**config.mk**
```make
export PLATFORM = sky130hd
export DESIGN_NAME = mux_addsub_sr
export DESIGN_NICKNAME = d
export VERILOG_FILES = /design/src/rtl/mux_addsub_sr.sv
export SDC_FILE = /design/constraint.sdc
export NUM_CORES = 1
export LEC_CHECK = 0
export CAP_MARGIN = 20
export CORE_UTILIZATION = 62
export CTS_CLUSTER_SIZE = 14
export DETAILED_ROUTE_END_ITERATION = 10
export PLACE_DENSITY = 0.87
export SLEW_MARGIN = 30
export SYNTH_ARGS = -nofsm -noshare
export SYNTH_HDL_FRONTEND = slang
export SYNTH_SLANG_ARGS = --single-unit
```
**constraint.sdc**
```tcl
create_clock -name clk -period 2.85 [get_ports clk]
set_input_delay 0.855 -clock clk [delete_from_list [all_inputs] [get_ports clk]]
set_output_delay 0.855 -clock clk [all_outputs]
set_load 0.1 [all_outputs]
```
**src/rtl/mux_addsub_sr.sv**
```systemverilog
// -----------------------------------------------------------------------------
// mux_addsub_sr
//
// Serial-operand adder/subtractor with a 74HC595-style shift-register output.
// Operands A and B arrive through LANES external multiplexers per operand that
// share one select bus. For each select value k, lane l carries bit
// l*DEPTH+k. After capture, the WIDTH-bit result is computed in a single cycle.
// It is then shifted MSB-first on SRCLK/SER and latched with one RCLK pulse.
//
// Optional feature macro: MUX_ADDSUB_SUB_EN
//   defined   : 'sub' is sampled at launch and selects A-B.
//   undefined : 'sub' is ignored and the block only computes A+B.
//
// Parameters:
//   WIDTH  operand/result width; must be a multiple of LANES
//   LANES  external mux lanes per operand
//   SETTLE idle cycles after each select change before sampling (>= 1)
//   SR_DIV clk cycles per SRCLK/RCLK half-period (>= 1)
//
// Ports:
//   clk      in   single clock, rising edge
//   rst_n    in   asynchronous active-low reset
//   start    in   asynchronous request; a rising edge launches one operation
//   sub      in   mode at launch: 0 = A+B, 1 = A-B
//   a_lane   in   [LANES] mux outputs for operand A
//   b_lane   in   [LANES] mux outputs for operand B
//   sel_AnB  out  [SEL_W] shared mux select
//   busy     out  operation in progress
//   finish   out  one-cycle completion pulse
//   Cout     out  carry out (subtract: 1 = no borrow)
//   SRCLK    out  shift clock
//   SER      out  serial data
//   RCLK     out  storage/latch clock
// -----------------------------------------------------------------------------
module mux_addsub_sr #(
   parameter int WIDTH  = 32,
   parameter int LANES  = 4,
   parameter int SETTLE = 2,
   parameter int SR_DIV = 1,
   localparam int DEPTH = WIDTH / LANES,
   localparam int SEL_W = (DEPTH > 1) ? $clog2(DEPTH) : 1
) (
   input  logic             clk,
   input  logic             rst_n,
   input  logic             start,
   input  logic             sub,
   input  logic [LANES-1:0] a_lane,
   input  logic [LANES-1:0] b_lane,
   output logic [SEL_W-1:0] sel_AnB,
   output logic             busy,
   output logic             finish,
   output logic             Cout,
   output logic             SRCLK,
   output logic             SER,
   output logic             RCLK
);

   localparam int BIT_W   = (WIDTH > 1) ? $clog2(WIDTH) : 1;
   localparam int CNT_MAX = (SETTLE > (SR_DIV - 1)) ? SETTLE : (SR_DIV - 1);
   localparam int CNT_W   = (CNT_MAX > 0) ? $clog2(CNT_MAX + 1) : 1;

   localparam logic [SEL_W-1:0] K_LAST     = SEL_W'(DEPTH - 1);
   localparam logic [CNT_W-1:0] CNT_SETTLE = CNT_W'(SETTLE);
   localparam logic [CNT_W-1:0] CNT_DIV    = CNT_W'(SR_DIV - 1);
   localparam logic [BIT_W-1:0] BIT_LAST   = BIT_W'(WIDTH - 1);

   // Elaboration-time parameter sanity checks
   generate
      if ((WIDTH % LANES) != 0) begin : g_err_width
         $error("mux_addsub_sr: WIDTH must be a multiple of LANES");
      end
      if (SETTLE < 1) begin : g_err_settle
         $error("mux_addsub_sr: SETTLE must be at least 1");
      end
      if (SR_DIV < 1) begin : g_err_div
         $error("mux_addsub_sr: SR_DIV must be at least 1");
      end
   endgenerate

   typedef enum logic [2:0] {
      S_IDLE    = 3'd0,
      S_CAPTURE = 3'd1,
      S_ADD     = 3'd2,
      S_SHIFT   = 3'd3,
      S_LATCH   = 3'd4,
      S_DONE    = 3'd5
   } state_e;

   state_e                        state_q, state_d;
   logic                          start_d1_q, start_d2_q;
   logic [SEL_W-1:0]              k_q, k_d;
   logic [CNT_W-1:0]              cnt_q, cnt_d;
   logic [BIT_W-1:0]              bit_q, bit_d;
   logic                          phase_q, phase_d;
   // Operands stored lane-major: bit [l][k] is operand bit l*DEPTH+k.
   logic [LANES-1:0][DEPTH-1:0]   a_q, a_d;
   logic [LANES-1:0][DEPTH-1:0]   b_q, b_d;
   logic [WIDTH-1:0]              sum_q, sum_d;
   logic [SEL_W-1:0]              sel_q, sel_d;
   logic                          busy_q, busy_d;
   logic                          finish_q, finish_d;
   logic                          cout_q, cout_d;
   logic                          srclk_q, srclk_d;
   logic                          ser_q, ser_d;
   logic                          rclk_q, rclk_d;
   logic                          launch_s;
   logic [WIDTH:0]                add_s;

`ifdef MUX_ADDSUB_SUB_EN
   logic                          sub_q, sub_d;

   // Two's-complement add/subtract: invert B and inject the mode as carry-in.
   function automatic logic [WIDTH:0] add_sub(input logic [WIDTH-1:0] a,
                                              input logic [WIDTH-1:0] b,
                                              input logic             s);
      logic [WIDTH-1:0] b_eff;
      b_eff   = b ^ {WIDTH{s}};
      add_sub = {1'b0, a} + {1'b0, b_eff} + {{WIDTH{1'b0}}, s};
   endfunction

   assign add_s = add_sub(a_q, b_q, sub_q);
`else
   logic                          sub_unused_s;

   function automatic logic [WIDTH:0] add_only(input logic [WIDTH-1:0] a,
                                               input logic [WIDTH-1:0] b);
      add_only = {1'b0, a} + {1'b0, b};
   endfunction

   assign sub_unused_s = sub;
   assign add_s        = add_only(a_q, b_q);
`endif

   // Rising edge of the two-flop synchronised start request
   assign launch_s = start_d1_q & ~start_d2_q;

   // Next-state and next-output logic for the operation sequencer
   always_comb begin
      state_d  = state_q;
      k_d      = k_q;
      cnt_d    = cnt_q;
      bit_d    = bit_q;
      phase_d  = phase_q;
      a_d      = a_q;
      b_d      = b_q;
      sum_d    = sum_q;
      sel_d    = sel_q;
      busy_d   = busy_q;
      finish_d = 1'b0;
      cout_d   = cout_q;
      srclk_d  = srclk_q;
      ser_d    = ser_q;
      rclk_d   = rclk_q;
`ifdef MUX_ADDSUB_SUB_EN
      sub_d    = sub_q;
`endif

      case (state_q)
         S_IDLE: begin
            sel_d   = '0;
            srclk_d = 1'b0;
            rclk_d  = 1'b0;
            if (launch_s) begin
`ifdef MUX_ADDSUB_SUB_EN
               sub_d   = sub;
`endif
               k_d     = '0;
               cnt_d   = '0;
               busy_d  = 1'b1;
               state_d = S_CAPTURE;
            end else begin
               busy_d  = 1'b0;
            end
         end

         S_CAPTURE: begin
            // cnt counts the settle cycles; the sample happens when it reaches SETTLE.
            if (cnt_q == CNT_SETTLE) begin
               for (int l = 0; l < LANES; l++) begin
                  a_d[l][k_q] = a_lane[l];
                  b_d[l][k_q] = b_lane[l];
               end
               cnt_d = '0;
               if (k_q == K_LAST) begin
                  sel_d   = '0;
                  state_d = S_ADD;
               end else begin
                  k_d     = k_q + SEL_W'(1);
                  sel_d   = k_q + SEL_W'(1);
               end
            end else begin
               cnt_d = cnt_q + CNT_W'(1);
            end
         end

         S_ADD: begin
            // The MSB is presented on SER on the same edge that stores the sum.
            sum_d   = add_s[WIDTH-1:0];
            cout_d  = add_s[WIDTH];
            ser_d   = add_s[WIDTH-1];
            bit_d   = BIT_LAST;
            cnt_d   = '0;
            phase_d = 1'b0;
            srclk_d = 1'b0;
            state_d = S_SHIFT;
         end

         S_SHIFT: begin
            if (cnt_q == CNT_DIV) begin
               cnt_d = '0;
               if (!phase_q) begin
                  phase_d = 1'b1;
                  srclk_d = 1'b1;
               end else begin
                  phase_d = 1'b0;
                  srclk_d = 1'b0;
                  if (bit_q == '0) begin
                     ser_d   = 1'b0;
                     rclk_d  = 1'b1;
                     state_d = S_LATCH;
                  end else begin
                     bit_d   = bit_q - BIT_W'(1);
                     ser_d   = sum_q[bit_q - BIT_W'(1)];
                  end
               end
            end else begin
               cnt_d = cnt_q + CNT_W'(1);
            end
         end

         S_LATCH: begin
            // phase 0: RCLK high; phase 1: RCLK low; each SR_DIV cycles.
            if (cnt_q == CNT_DIV) begin
               cnt_d = '0;
               if (!phase_q) begin
                  phase_d = 1'b1;
                  rclk_d  = 1'b0;
               end else begin
                  phase_d  = 1'b0;
                  busy_d   = 1'b0;
                  finish_d = 1'b1;
                  state_d  = S_DONE;
               end
            end else begin
               cnt_d = cnt_q + CNT_W'(1);
            end
         end

         S_DONE: begin
            state_d = S_IDLE;
         end

         default: begin
            state_d = S_IDLE;
            sel_d   = '0;
            busy_d  = 1'b0;
            srclk_d = 1'b0;
            ser_d   = 1'b0;
            rclk_d  = 1'b0;
         end
      endcase
   end

   // Sequencer state, operand/result storage and registered outputs
   always_ff @(posedge clk or negedge rst_n) begin
      if (!rst_n) begin
         state_q    <= S_IDLE;
         start_d1_q <= 1'b0;
         start_d2_q <= 1'b0;
         k_q        <= '0;
         cnt_q      <= '0;
         bit_q      <= '0;
         phase_q    <= 1'b0;
         a_q        <= '0;
         b_q        <= '0;
         sum_q      <= '0;
         sel_q      <= '0;
         busy_q     <= 1'b0;
         finish_q   <= 1'b0;
         cout_q     <= 1'b0;
         srclk_q    <= 1'b0;
         ser_q      <= 1'b0;
         rclk_q     <= 1'b0;
`ifdef MUX_ADDSUB_SUB_EN
         sub_q      <= 1'b0;
`endif
      end else begin
         state_q    <= state_d;
         start_d1_q <= start;
         start_d2_q <= start_d1_q;
         k_q        <= k_d;
         cnt_q      <= cnt_d;
         bit_q      <= bit_d;
         phase_q    <= phase_d;
         a_q        <= a_d;
         b_q        <= b_d;
         sum_q      <= sum_d;
         sel_q      <= sel_d;
         busy_q     <= busy_d;
         finish_q   <= finish_d;
         cout_q     <= cout_d;
         srclk_q    <= srclk_d;
         ser_q      <= ser_d;
         rclk_q     <= rclk_d;
`ifdef MUX_ADDSUB_SUB_EN
         sub_q      <= sub_d;
`endif
      end
   end

   assign sel_AnB = sel_q;
   assign busy    = busy_q;
   assign finish  = finish_q;
   assign Cout    = cout_q;
   assign SRCLK   = srclk_q;
   assign SER     = ser_q;
   assign RCLK    = rclk_q;

endmodule

```
-- After elaboration in Yosys (flattened, before gate mapping)
Cells that the tools add are included.
- add/sub/neg operators: 4
- $lt $le $gt $ge: 3
- eq/ne operators: 19
- mux-type cells: 57
- bitwise gates (word level): 7
- reductions and logical operators: 25
- operators by type and width (kind ; count):
    $bwmux W8 ; 8
    $mux W3 ; 13
    $add A32 B32 Y33 ; 1
    $ne A2 B2 Y1 const B ; 11
    $mux W1 ; 18
    $mux W5 ; 3
    $pmux W3 S5 ; 1
    $pmux W3 S2 ; 2
    $reduce_or A4 Y1 ; 3
    $pmux W5 S2 ; 1
    $reduce_and A2 Y1 ; 5
    $eq A3 B3 Y1 const B ; 3
    $pmux W1 S3 ; 3
    $pmux W2 S4 ; 1
    $reduce_and A4 Y1 ; 2
    $reduce_and A8 Y1 ; 1
    $eq A3 B2 Y1 const B ; 2
    $lt A5 B6 Y1 const B ; 1
    $mux W2 ; 3
    $not A1 Y1 ; 6
    $reduce_and A3 Y1 ; 2
    $reduce_and A6 Y1 ; 1
    $reduce_bool A2 Y1 ; 3
    $reduce_or A3 Y1 ; 2
    18 further kinds ; 19
- flip-flop bits (word level): 121
- bits of input ports: 12
- output and inout port bits: 9
- logic and storage cells: 138

-- Logic depth before layout (Yosys ltp)
- word-level depth: 7
- gate-level depth with buffers: 10
- mapped depth without buffers: 10

-- Least setup slack after synthesis
Ideal clock, no wire load.
- path type: register to register
- from: reg bit_q[0]
- to: reg ser_q (netlist: SER)
- library setup time: 0.131 ns
- arrival: 2.414 ns
- data required time: 2.719 ns
- setup slack: 0.305 ns
- cell stages (with the launch flop): 10
- path buffers: 2
- clock period less this slack: 2.545 ns
- cell sequence: dfrtp_1 > buf_2 > inv_1 > ha_1 > buf_1 > mux4_2 > mux4_2 > mux2_2 > nand2_1 > nand3_1
- cells in the longest elaborated chain, start to end: 7
- elaborated cells on any way between the ends: 8
- those cells by class: 1 x add/sub; 6 x mux; 1 x reduce/logical
- ends and longest elaborated chain (element ; RTL line ; text):
    start, declared ; 93 ; logic [BIT_W-1:0] bit_q, bit_d;
    start signal, assigned ; 293 ; bit_q <= bit_d;
    $sub A5 B1 Y5 ; 223 ; ser_d = sum_q[bit_q - BIT_W'(1)];
    $bmux W1 S5 ; 223 ;
    $mux W1 (implied by the code) ; 223 ;
    $mux W1 (*) ; 217 ; if (bit_q == '0) begin
    $mux W1 (*) ; 211 ; if (!phase_q) begin
    $mux W1 (*) ; 209 ; if (cnt_q == CNT_DIV) begin
    $pmux W1 S3 (*) ; 158 ; case (state_q)
    end signal, assigned ; 303 ; ser_q <= ser_d;
    end, declared ; 104 ; logic ser_q, ser_d;
Mark *: on every way between the ends. The rest lies on a longest branch, timed or not. The select of a mux whose other input is x is not followed.
A chain may end at the register's enable or synchronous reset.

-- Final worst setup path
- from: reg a_q[4] (netlist bit)
- to: reg ser_q (netlist: SER)
- cells in the longest elaborated chain, start to end: 2
- ends and longest elaborated chain (element ; RTL line ; text):
    start, declared ; 96 ; logic [LANES-1:0][DEPTH-1:0] a_q, a_d;
    start signal, assigned ; 274 ; a_q <= '0;
    start signal, assigned ; 295 ; a_q <= a_d;
    $add A32 B32 Y33 ; 127 ; add_only = {1'b0, a} + {1'b0, b};
    $pmux W1 S3 ; 158 ;
No other way between the ends.

==> run_results.csv <==
group,metric,value,unit
critical_path,cp_max_fo,7,
layout,drive_above_1_share,21.4,%
critical_path,cp-start-kind,"flop",
place,io_buffer_count,19,
power_and_ir_drop,power.total,10.2,mW
sta,slew_headroom,50.6,%
synthesis,synth_edf_count,0,
clocking,clock_latency,540,ps
layout,finalNetCount,723,
clocking,postCtsHoldBufs,0,
clocking,cts_tree,"built",
sta,fmax,0.369,GHz
synthesis,yosys_warnings,0,
synthesis,synth_ff_type,"dfrtp_1",
critical_path,end_kind,"flop",
floorplan,core,10500,um^2
clocking,cts_max_level,4,
synthesis,syn_inst,645,
grt,grt_pass1_wl,26600,um
sta,rsz0062_at_grt,"no",
place,pre_cts_ws,107,ps
sta,finalHoldViolations,0,
grt,grt_pass1_vias,5438,
grt,grtUsageTotal,30.3,%
routing,drc,0,
floorplan,die_w,107,um
clocking,cts_setup_buffers,0,
floorplan,initial_core_util,65.1,%
clocking,cts_root_buf,"clkbuf_8",
power_and_ir_drop,power.density,1310,nW/um^2
critical_path,cp.required,3260,ps
routing,ant_nets,0,
floorplan,dieHeight,107,um
floorplan,rows,37,
sta,setup_viol,0,
synthesis,avgSynthCellArea,10.6,um^2
routing,drt_wl_total,15900,um
place,place_congestion,0.918,
place,dp_hpwl,10400,um
sta,layout_setup_ws,141,ps
grt,grt_max_degree,122,
sta,period_share,95.1,%
clocking,cts_buffer_depth,2,
synthesis,ys_types,62,
grt,grt-ovfl-total,0,
routing,drtIter0Drc,476,
synthesis,ys_seq_area_share,44.2,%
layout,antennaDiodeCount,0,
sta,tns,0,ps
clocking,clk_pin_slew_worst_paths,60,ps
sta,period_needed,2710,ps
clocking,clock_sinks,121,
synthesis,synthArstFlopShare,100,%
critical_path,cp_data_arrival_time,3120,ps
floorplan,ioPinCount,21,
synthesis,ys_ff_latch,121,
synthesis,synth_area,6840,um^2
routing,vias,5317,
routing,dr.pass1.iters,6,
worst_hold_path,min_path_type,"in2async",
power_and_ir_drop,total_leakage_power,3.54,nW
sta,skew,10.8,ps
sta,tightest_slew,740,ps
critical_path,crit_type,"reg2reg",
power_and_ir_drop,vdd_drop_max,733,uV
sta,slew_viol_final,0,
synthesis,syn_nets,699,
routing,vias_per_cell,6.50,
clocking,numCtsBuffers,17,
outcome,status,"finished clean",
floorplan,dieArea,11500,um^2
routing,wl_per_cell,19.5,um
grt,antenna_found_initial,0,
layout,syn_to_final_growth,13.4,%
run,cap_violations,0,
area by class of cell:
class	count	area [um^2]
multi-input cells	487	3700
clock buffers	18	418
clock inverters	14	150
fillers	644	2750
flip-flops and latches	121	3030
repair buffers	28	245
well taps	136	170
inverters	14	52.6
routing by layer:
metal	wire, um	up-vias	track usage [%]
li1	-	2404	-
met1	6390	2622	36.7
met2	7800	235	50.3
met5	0	-	0
met3	1020	56	8.15
met4	719	0	14.5
critical path: stages, from the launching register on:
cell	delay, ps
dfrtp_1	390
ha_1	410
a21oi_1	270
nand2_1	170
o2111ai_1	360
a31oi_1	200
o211ai_1	310
mux2i_1	140
a21oi_1	230
nand3_1	100
what timing repair did:
item | 4_1_cts | 5_1_grt
resized for setup | 0 | 3
endpoints found under the hold margin | 0 | 0
endpoints found under the setup margin | 0 | 3
cell families after synthesis:
kind of cell	after synthesis	share of synthesized area, %
AND/OR/NAND/NOR	182	12.4
AO/OA/AOI/OAI	155	15.1
flip-flops	121	44.2
multiplexers	79	14.6
adder cells (fa/ha/maj)	42	7.79
buffers and inverters	37	2.07
XOR/XNOR	29	3.71
sequential cells by signal, summed over array words and instances, names as in the netlist, 2 cells and up:
register,cells
a_q,32
b_q,32
bit_q,5
cnt_q,2
k_q,3
sel_AnB,3
state_q,3
sum_q,32
stage by stage:
step / cells / hold WS [ps] / instance area (um^2) / utilization [%]
detailed placement: 786 / 370 / 7170 / 68.3
floorplan: 645 / 355 / 6840 / -
CTS: 818 / 383 / 7740 / 73.7
global placement: 786 / 365 / 7170 / 68.3
finish: 818 / 379 / 7760 / 73.9
global route: 818 / 392 / 7760 / 73.9
synthesized netlist by cell type, types with 3 or more instances:
master	number	area (um^2)
a21o_1	18	135
a21oi_1	44	220
a31oi_1	8	50.1
a41oi_1	3	26.3
and2_1	6	37.5
and3_1	5	31.3
buf_1	4	15.0
clkbuf_1	17	63.8
dfrtp_1	121	3030
ha_1	41	513
inv_1	14	52.6
mux2_2	67	754
mux4_2	10	225
nand2_1	91	342
nand2b_1	6	37.5
nand3_1	15	75.1
nand3b_1	6	45.0
nand4_1	6	37.5
nor2_1	26	97.6
nor3_1	8	40.0
o211ai_1	3	22.5
o21ai_0	36	180
o21ai_1	6	30.0
o21bai_1	3	22.5
o22ai_1	3	18.8
o31ai_1	4	30.0
xnor2_1	13	114
xor2_1	16	140
power by group:
part           switching (mW)  internal, mW
Clock                   0.819          1.24
Combinational            3.14          2.17
Sequential              0.442          2.39
Total                    4.40          5.81
final timing paths:
| kind | startpoint | endpoint | slack (ps) | cells past startpoint |
|---|---|---|---|---|
| max | a_q[4] | SER | 140 | 9 |
| min | rst_n | b_q[3] | 380 | 2 |
| max reg2reg | a_q[4] | SER | 140 | 9 |
| min reg2reg | start_d1_q | start_d2_q | 380 | 0 |
| max in group asynchronous | rst_n | a_q[8] | 1930 | 2 |
| min in group clk | start_d1_q | start_d2_q | 380 | 0 |
placed cells by master, fill, tap and decap left out, drive strengths merged, types with 3 or more instances in the layout:
cell type	count
clkinv	5
a21o	18
nor3	9
and3	5
mux2	67
o21ai	43
nand4	6
mux4	10
clkdlybuf4s50	9
o21bai	3
a31oi	8
o31ai	5
ha	41
and2	6
xnor2	13
nand3	15
nor2	27
buf	19
dfrtp	121
a41oi	4
a21oi	45
nand2b	6
o22ai	3
inv	15
clkinvlp	6
o211ai	3
nand2	91
nand3b	7
xor2	16
clkbuf	18
(Power assumes the default switching activity.)
